==> src/rtl/regs_wport_arb_pkg.sv <==
// Shared register-file definitions for the write-port arbiter: widths,
// requester count limits and the fixed writeback source indices.
package regs_wport_arb_pkg;

    localparam int REG_ADDR_WIDTH = 5;
    localparam int REG_DATA_WIDTH = 32;
    localparam int REG_NUM        = 32;
    localparam int NREQ_MAX       = 4;

    // Fixed requester slots on the write port.
    localparam int WB_ALU  = 0;
    localparam int WB_LOAD = 1;
    localparam int WB_MDU  = 2;
    localparam int WB_CP0  = 3;

    // Round-robin successor of idx among n requesters (wraps n-1 -> 0).
    function automatic int rr_next(input int idx, input int n);
        return (idx + 1 == n) ? 0 : idx + 1;
    endfunction

endpackage

==> src/rtl/regs_wport_arb_if.sv <==
// Write-port bus: per-requester valid/ready/addr/data plus the registered
// regfile write port. The arbiter uses the slave modport; the writeback
// sources and the register file together form the master side.
interface regs_wport_arb_if
    import regs_wport_arb_pkg::*;
#(
    parameter int NREQ   = 2,
    parameter int ADDR_W = REG_ADDR_WIDTH,
    parameter int DATA_W = REG_DATA_WIDTH
);

    logic [NREQ-1:0]        req_valid;
    logic [NREQ*ADDR_W-1:0] req_addr;
    logic [NREQ*DATA_W-1:0] req_data;
    logic [NREQ-1:0]        req_ready;
    logic                   we;
    logic [ADDR_W-1:0]      waddr;
    logic [DATA_W-1:0]      wdata;

    modport slave (
        input  req_valid, req_addr, req_data,
        output req_ready, we, waddr, wdata
    );

    modport master (
        output req_valid, req_addr, req_data,
        input  req_ready, we, waddr, wdata
    );

endinterface

==> src/rtl/regs_wport_arb_rr_arbiter.sv <==
// Round-robin arbiter: searches upward from the pointer, wrapping, and
// grants the first asserted request. The pointer moves past the winner
// and stays put when nothing is granted.
module rr_arbiter
    import regs_wport_arb_pkg::*;
#(
    parameter int NREQ  = 2,
    parameter int IDX_W = 1
) (
    input  logic             clk,
    input  logic             rst_n,
    input  logic [NREQ-1:0]  req_i,
    output logic [NREQ-1:0]  grant_o,
    output logic [IDX_W-1:0] grant_idx_o,
    output logic             grant_vld_o
);

    logic [IDX_W-1:0] ptr_q, ptr_d;
    logic [IDX_W-1:0] cand;

    // Pick the first requester at or after the pointer.
    always_comb begin
        // NOTE: every output gets a default before the loop, so no path leaves a
        // variable unassigned and no latch is inferred.
        grant_o     = '0;
        grant_idx_o = '0;
        grant_vld_o = 1'b0;
        ptr_d       = ptr_q;
        cand        = '0;
        for (int k = 0; k < NREQ; k++) begin
            cand = IDX_W'((int'(ptr_q) + k) % NREQ);
            if (!grant_vld_o && req_i[cand]) begin
                grant_vld_o   = 1'b1;
                grant_o[cand] = 1'b1;
                grant_idx_o   = cand;
                ptr_d         = IDX_W'(rr_next(int'(cand), NREQ));
            end
        end
    end

    // Pointer register.
    always_ff @(posedge clk or negedge rst_n) begin
        if (!rst_n) begin
            ptr_q <= '0;
        end else begin
            // NOTE: state registers use non-blocking assignment so every flop
            // samples pre-edge values regardless of block ordering.
            ptr_q <= ptr_d;
        end
    end

endmodule

==> src/rtl/regs_wport_arb.sv <==
// Register-file write-port arbiter. Shares one regfile write port between
// NREQ writeback sources with round-robin priority and a registered write
// stage. Writes to register 0 are acknowledged immediately and discarded.
// Optional feature: define WPORT_STATS_EN to count cycles in which two or
// more real (non-zero address) writes compete; otherwise conflict_cnt is 0.
module regs_wport_arb
    import regs_wport_arb_pkg::*;
#(
    parameter int NREQ   = 2,
    parameter int ADDR_W = REG_ADDR_WIDTH,
    parameter int DATA_W = REG_DATA_WIDTH
) (
    input  logic            clk,
    input  logic            rst_n,
    input  logic            flush,
    regs_wport_arb_if.slave bus,
    output logic [15:0]     conflict_cnt
);

    localparam int IDX_W = (NREQ > 1) ? $clog2(NREQ) : 1;

    logic [NREQ-1:0]   addr_nz;
    logic [NREQ-1:0]   zero_req;
    logic [NREQ-1:0]   elig;
    logic [NREQ-1:0]   grant;
    logic [IDX_W-1:0]  grant_idx;
    logic              grant_vld;

    logic              we_q, we_d;
    logic [ADDR_W-1:0] waddr_q, waddr_d;
    logic [DATA_W-1:0] wdata_q, wdata_d;

    // Split requests into real writes and register-0 writes.
    always_comb begin
        addr_nz = '0;
        for (int i = 0; i < NREQ; i++) begin
            addr_nz[i] = |bus.req_addr[i*ADDR_W +: ADDR_W];
        end
    end

    assign zero_req = bus.req_valid & ~addr_nz;
    // A flush blocks arbitration for the cycle but register-0 drops still complete.
    assign elig     = bus.req_valid & addr_nz & {NREQ{~flush}};

    rr_arbiter #(
        .NREQ  (NREQ),
        .IDX_W (IDX_W)
    ) u_arb (
        .clk         (clk),
        .rst_n       (rst_n),
        .req_i       (elig),
        .grant_o     (grant),
        .grant_idx_o (grant_idx),
        .grant_vld_o (grant_vld)
    );

    // Ready is held low while reset is asserted so nothing is acknowledged then.
    assign bus.req_ready = rst_n ? (zero_req | grant) : '0;

    // Select the granted write for the output stage; address/data hold when idle.
    always_comb begin
        we_d    = grant_vld;
        waddr_d = waddr_q;
        wdata_d = wdata_q;
        if (grant_vld) begin
            waddr_d = bus.req_addr[int'(grant_idx)*ADDR_W +: ADDR_W];
            wdata_d = bus.req_data[int'(grant_idx)*DATA_W +: DATA_W];
        end
    end

    // Registered write stage feeding the register file.
    always_ff @(posedge clk or negedge rst_n) begin
        if (!rst_n) begin
            we_q    <= 1'b0;
            waddr_q <= '0;
            wdata_q <= '0;
        end else begin
            we_q    <= we_d;
            waddr_q <= waddr_d;
            wdata_q <= wdata_d;
        end
    end

    assign bus.we    = we_q;
    assign bus.waddr = waddr_q;
    assign bus.wdata = wdata_q;

`ifdef WPORT_STATS_EN
    logic [15:0] cnt_q, cnt_d;

    // Saturating count of cycles with two or more competing real writes.
    always_comb begin
        cnt_d = cnt_q;
        if (!flush && ($countones(bus.req_valid & addr_nz) >= 2) && (cnt_q != 16'hFFFF)) begin
            cnt_d = cnt_q + 16'd1;
        end
    end

    // Conflict counter register, cleared only by reset.
    always_ff @(posedge clk or negedge rst_n) begin
        if (!rst_n) begin
            cnt_q <= '0;
        end else begin
            cnt_q <= cnt_d;
        end
    end

    assign conflict_cnt = cnt_q;
`else
    assign conflict_cnt = 16'h0000;
`endif

endmodule

==> src/flat_wrapper.sv <==
// flat-port wrapper written by rule: the top's interface ports become plain ports
module regs_wport_arb_flat import regs_wport_arb_pkg::*;
#(
    parameter int NREQ   = 2,
    parameter int ADDR_W = REG_ADDR_WIDTH,
    parameter int DATA_W = REG_DATA_WIDTH
)
  (clk, rst_n, flush, conflict_cnt, bus_req_valid, bus_req_addr, bus_req_data, bus_req_ready, bus_we, bus_waddr, bus_wdata);
  regs_wport_arb_if #(.NREQ(NREQ), .ADDR_W(ADDR_W), .DATA_W(DATA_W)) bus_i ();
  input  logic clk;
  input  logic rst_n;
  input  logic flush;
  output logic [15:0] conflict_cnt;
  input wire logic [$bits(bus_i.req_valid)-1:0] bus_req_valid;
  input wire logic [$bits(bus_i.req_addr)-1:0] bus_req_addr;
  input wire logic [$bits(bus_i.req_data)-1:0] bus_req_data;
  output wire logic [$bits(bus_i.req_ready)-1:0] bus_req_ready;
  output wire logic [$bits(bus_i.we)-1:0] bus_we;
  output wire logic [$bits(bus_i.waddr)-1:0] bus_waddr;
  output wire logic [$bits(bus_i.wdata)-1:0] bus_wdata;
  assign bus_i.req_valid = bus_req_valid;
  assign bus_i.req_addr = bus_req_addr;
  assign bus_i.req_data = bus_req_data;
  assign bus_req_ready = bus_i.req_ready;
  assign bus_we = bus_i.we;
  assign bus_waddr = bus_i.waddr;
  assign bus_wdata = bus_i.wdata;
  regs_wport_arb #(.NREQ(NREQ), .ADDR_W(ADDR_W), .DATA_W(DATA_W)) u_core (.clk(clk), .rst_n(rst_n), .flush(flush), .bus(bus_i), .conflict_cnt(conflict_cnt));
endmodule
==> config.mk <==
export PLATFORM = sky130hd
export DESIGN_NAME = regs_wport_arb_flat
export DESIGN_NICKNAME = d
export VERILOG_FILES = /design/src/rtl/regs_wport_arb_pkg.sv /design/src/rtl/regs_wport_arb_if.sv /design/src/rtl/regs_wport_arb_rr_arbiter.sv /design/src/rtl/regs_wport_arb.sv /design/src/flat_wrapper.sv
export SDC_FILE = /design/constraint.sdc
export NUM_CORES = 1
export LEC_CHECK = 0
export CELL_PAD_IN_SITES_DETAIL_PLACEMENT = 1
export CELL_PAD_IN_SITES_GLOBAL_PLACEMENT = 2
export CORE_MARGIN = 3
export CORE_UTILIZATION = 19
export CTS_CLUSTER_DIAMETER = 150
export DETAILED_ROUTE_END_ITERATION = 10
export PLACE_DENSITY_LB_ADDON = 0.1
export SETUP_SLACK_MARGIN = 0.02
export SLEW_MARGIN = 20
export SYNTH_ARGS = -nofsm -noshare
export SYNTH_HDL_FRONTEND = slang
export SYNTH_SLANG_ARGS = --single-unit
==> constraint.sdc <==
create_clock -name clk -period 2.43 [get_ports clk]
set_input_delay 0.486 -clock clk [delete_from_list [all_inputs] [get_ports clk]]
set_output_delay 0.486 -clock clk [all_outputs]
set_load 0.05 [all_outputs]
==> qor.csv <==
stage;metric;value;unit
route;final WL;7560;microns
route;DRT iter0 DRCs;39;
cts;cts hold-fix bufs;0;
route;DRC viols;0;
global_routing;largest net degree at the start of global routing;39;
power_and_ir_drop;LEAKAGE;0.00160;uW
critical_path;crit start category;input port;
yosys;synth unique cells;26;
cts;Num CTS Buffers;5;
cts;H-tree level count;2;
sta;relative slew slack;63.8;%
placement;DP Wirelength;5310;microns
power_and_ir_drop;Worst VDD drop;298;uV
yosys;Syn Area/Cell;11.4;sq um
layout;commonest non-fill, non-tap cell in the layout;clkdlybuf4s50_1;
sta;unrepaired setup endpoints after global routing;yes;
critical_path;Worst Path Arrival;2.61;ns
yosys;number of synthesis warnings;0;
global_routing;GRT Util Overall;12.7;%
cts;clk sinks;39;
cts;TritonCTS clock tree;built;
layout;fin nets;386;
critical_path;Crit Reg-Reg Endpoint;u_core.bus.wdata[14]$_DFFE_PN0P_;
yosys;synthesized area;0.00195;sq mm
route;vias per cell;4.40;
power_and_ir_drop;pwr dens;689;mW/mm^2
cts;clock root buffer;clkbuf_8;
cts;Worst-path clk slew;0.08;ns
critical_path;Required @ worst endpoint;2.66;ns
route;via count;1935;
sta;post-layout minimum cycle time;2.39;ns
sta;# setup viols final;0;
sta;Hold Fails Final Rpt;0;
global_routing;initial antenna violation count;0;
placement;global placement routability congestion;0.675;
sta;clk_skew;0.00411;ns
status;run status;finished clean;
critical_path;CP Max Fanout;19;
cts;Clk Latency, worst-skew pair;0.28;ns
yosys;biggest area consumer among synthesized cells;dfrtp_1;
sta;Final Max Tran Viols;0;
layout;Diodes inserted;0;
layout;fillers;1092;
sta;Max Freq;419;MHz
route;Routed Antenna Nets;0;
placement;count of input and output buffers;118;
die;die span in x;107;microns
sta;fin crit share;98.3;%
critical_path;Crit Path Category;in2reg;
sta;setup TNS;0;ns
yosys;synth top area cells;dfrtp_1 50%, a221o_1 19%, and3_1 11%;
global_routing;grt total ovfl;0;
placement;dpl ws;-0.220;ns
die;die height;107;microns
die;Starting Density;19.7;%
route;drt first pass iters;4;
layout;Non-Filler Instances;440;
sta;final worst slack;0.0424;ns
min_path;Hold Path Class;in2async;
die;Die ar.;0.0115;sq mm
critical_path;flop-to-flop setup slack;0.22;ns
run;Max Cap Viol;0;
placement;dpl cells;426;
global_routing;first-pass GRT wire length;11300;microns
route;WL/cell;17.2;microns
cts;clock tree buffer depth;2;
yosys;share of the synthesized area in the top cell type;50.2;%
die;row count;36;
die;total core area;0.00986;sq mm
yosys;Post-Synthesis Cells;171;
layout;fraction of layout cells with a size suffix above 1;14.7;%
die;Ports;135;
yosys;Seq cells post-synth;39;
layout;synth-to-layout area growth;81.3;%
layout;most frequent cells in the layout;105 x clkdlybuf4s50_1, 39 x dfrtp_1, 37 x a221o_1;
yosys;sequential area share after synthesis;50.2;%
critical_path;CP endpoint kind;flop;
sta;slew of the pin with the lowest slew margin;0.541;ns
critical_path;worst-case reg-to-reg path depth;11;
global_routing;vias in the first global route;2075;
critical_path;Critical R2R Launch;u_core.u_arb.ptr_q$_DFFE_PN0P_;
## power breakdown
group	switching, uW	total [uW]	internal (uW)
Clock	227	528	301
Combinational	644	1080	440
Sequential	61.9	817	755
## logic make-up after synthesis
family | synth area share (%)
other cells | 0.193
simple gates | 14.2
compound gates | 24.4
buf+inv | 11.0
flops | 50.2
## sequential cells by signal, summed over array words and instances, names as in the netlist
register and cells:
u_core.bus.wdata 32, u_core.bus.we 1, u_core.u_arb.ptr_q 1, u_core.bus.waddr 5
## how the worst max path moves through the flow
stage                     from                         endpoint  slack (ns)  cells past startpoint
2_1_floorplan  bus_req_addr[5]                 bus_req_ready[0]        0.02                      5
3_3_place_gp   bus_req_addr[5]                 bus_req_ready[0]       -0.21                      6
3_5_place_dp   bus_req_addr[5]                 bus_req_ready[0]       -0.22                      6
4_1_cts        bus_req_addr[7]                 bus_req_ready[0]       0.009                      6
5_1_grt        bus_req_addr[4]  u_core.bus.wdata[5]$_DFFE_PN0P_       -0.02                     12
6_report       bus_req_addr[4]  u_core.bus.wdata[0]$_DFFE_PN0P_        0.04                     12
## worst max-delay path, cell delays in order
cell           delay, ns
dlygate4sd2_1       0.24
or4_4               0.58
o21ai_4             0.17
buf_4               0.12
buf_4               0.09
buf_4               0.09
buf_4               0.09
buf_4               0.09
buf_4               0.12
and2_4              0.20
buf_12              0.17
a221o_1             0.15
## timing repair
| action | 4_1_cts | 5_1_grt |
|---|---|---|
| resized for setup | 14 | 6 |
| pin swaps | 8 | 13 |
| gates cloned | 0 | 1 |
| setup buffers | 6 | 0 |
| endpoints found under the setup margin | 2 | 27 |
## synth_stat cells
cell / number
conb_1: 1
nand2_1: 7
and2_4: 1
o2bb2ai_1: 1
and3_1: 33
a21o_1: 1
a21boi_0: 1
nor2_1: 1
buf_4: 16
a221o_1: 37
o21ai_2: 1
buf_2: 3
o211a_1: 1
clkbuf_1: 7
o211ai_1: 1
dfrtp_1: 39
or4_1: 1
nor2b_1: 2
or4_4: 1
o21ai_0: 2
o21a_1: 1
a21oi_1: 5
inv_1: 2
buf_6: 4
o31ai_1: 1
o21ai_1: 1
## metrics by stage
stage / area, sq um / total power, uW / hold slack, ns / utilization (%)
global route: 3530 / 2570 / 0.137 / 35.8
detailed placement: 3360 / 1900 / 0.450 / 34.1
CTS: 3510 / 2460 / 0.130 / 35.5
floorplan: 2010 / 1460 / 0.190 / -
finish: 3530 / 2430 / 0.132 / 35.8
global placement: 3360 / 1900 / 0.446 / 34.1
## cell type report
cell class              instances  area, sq um  area share (%)
repair buffers                144         1440            40.8
flip-flops and latches         39          976            27.7
multi-input cells             115          835            23.7
well taps                     133          166            4.72
clock buffers                   6         72.6            2.06
clock inverters                 1         30.0           0.851
inverters                       2         7.51           0.213
## metal layers
layer | GRT usage [%] | routed length (microns)
met5 | 0 | 0
met4 | 2.74 | 46
met3 | 5.42 | 805
met2 | 20.6 | 3610
met1 | 15.7 | 3100
No activity file was read; power rests on OpenSTA's default activity.
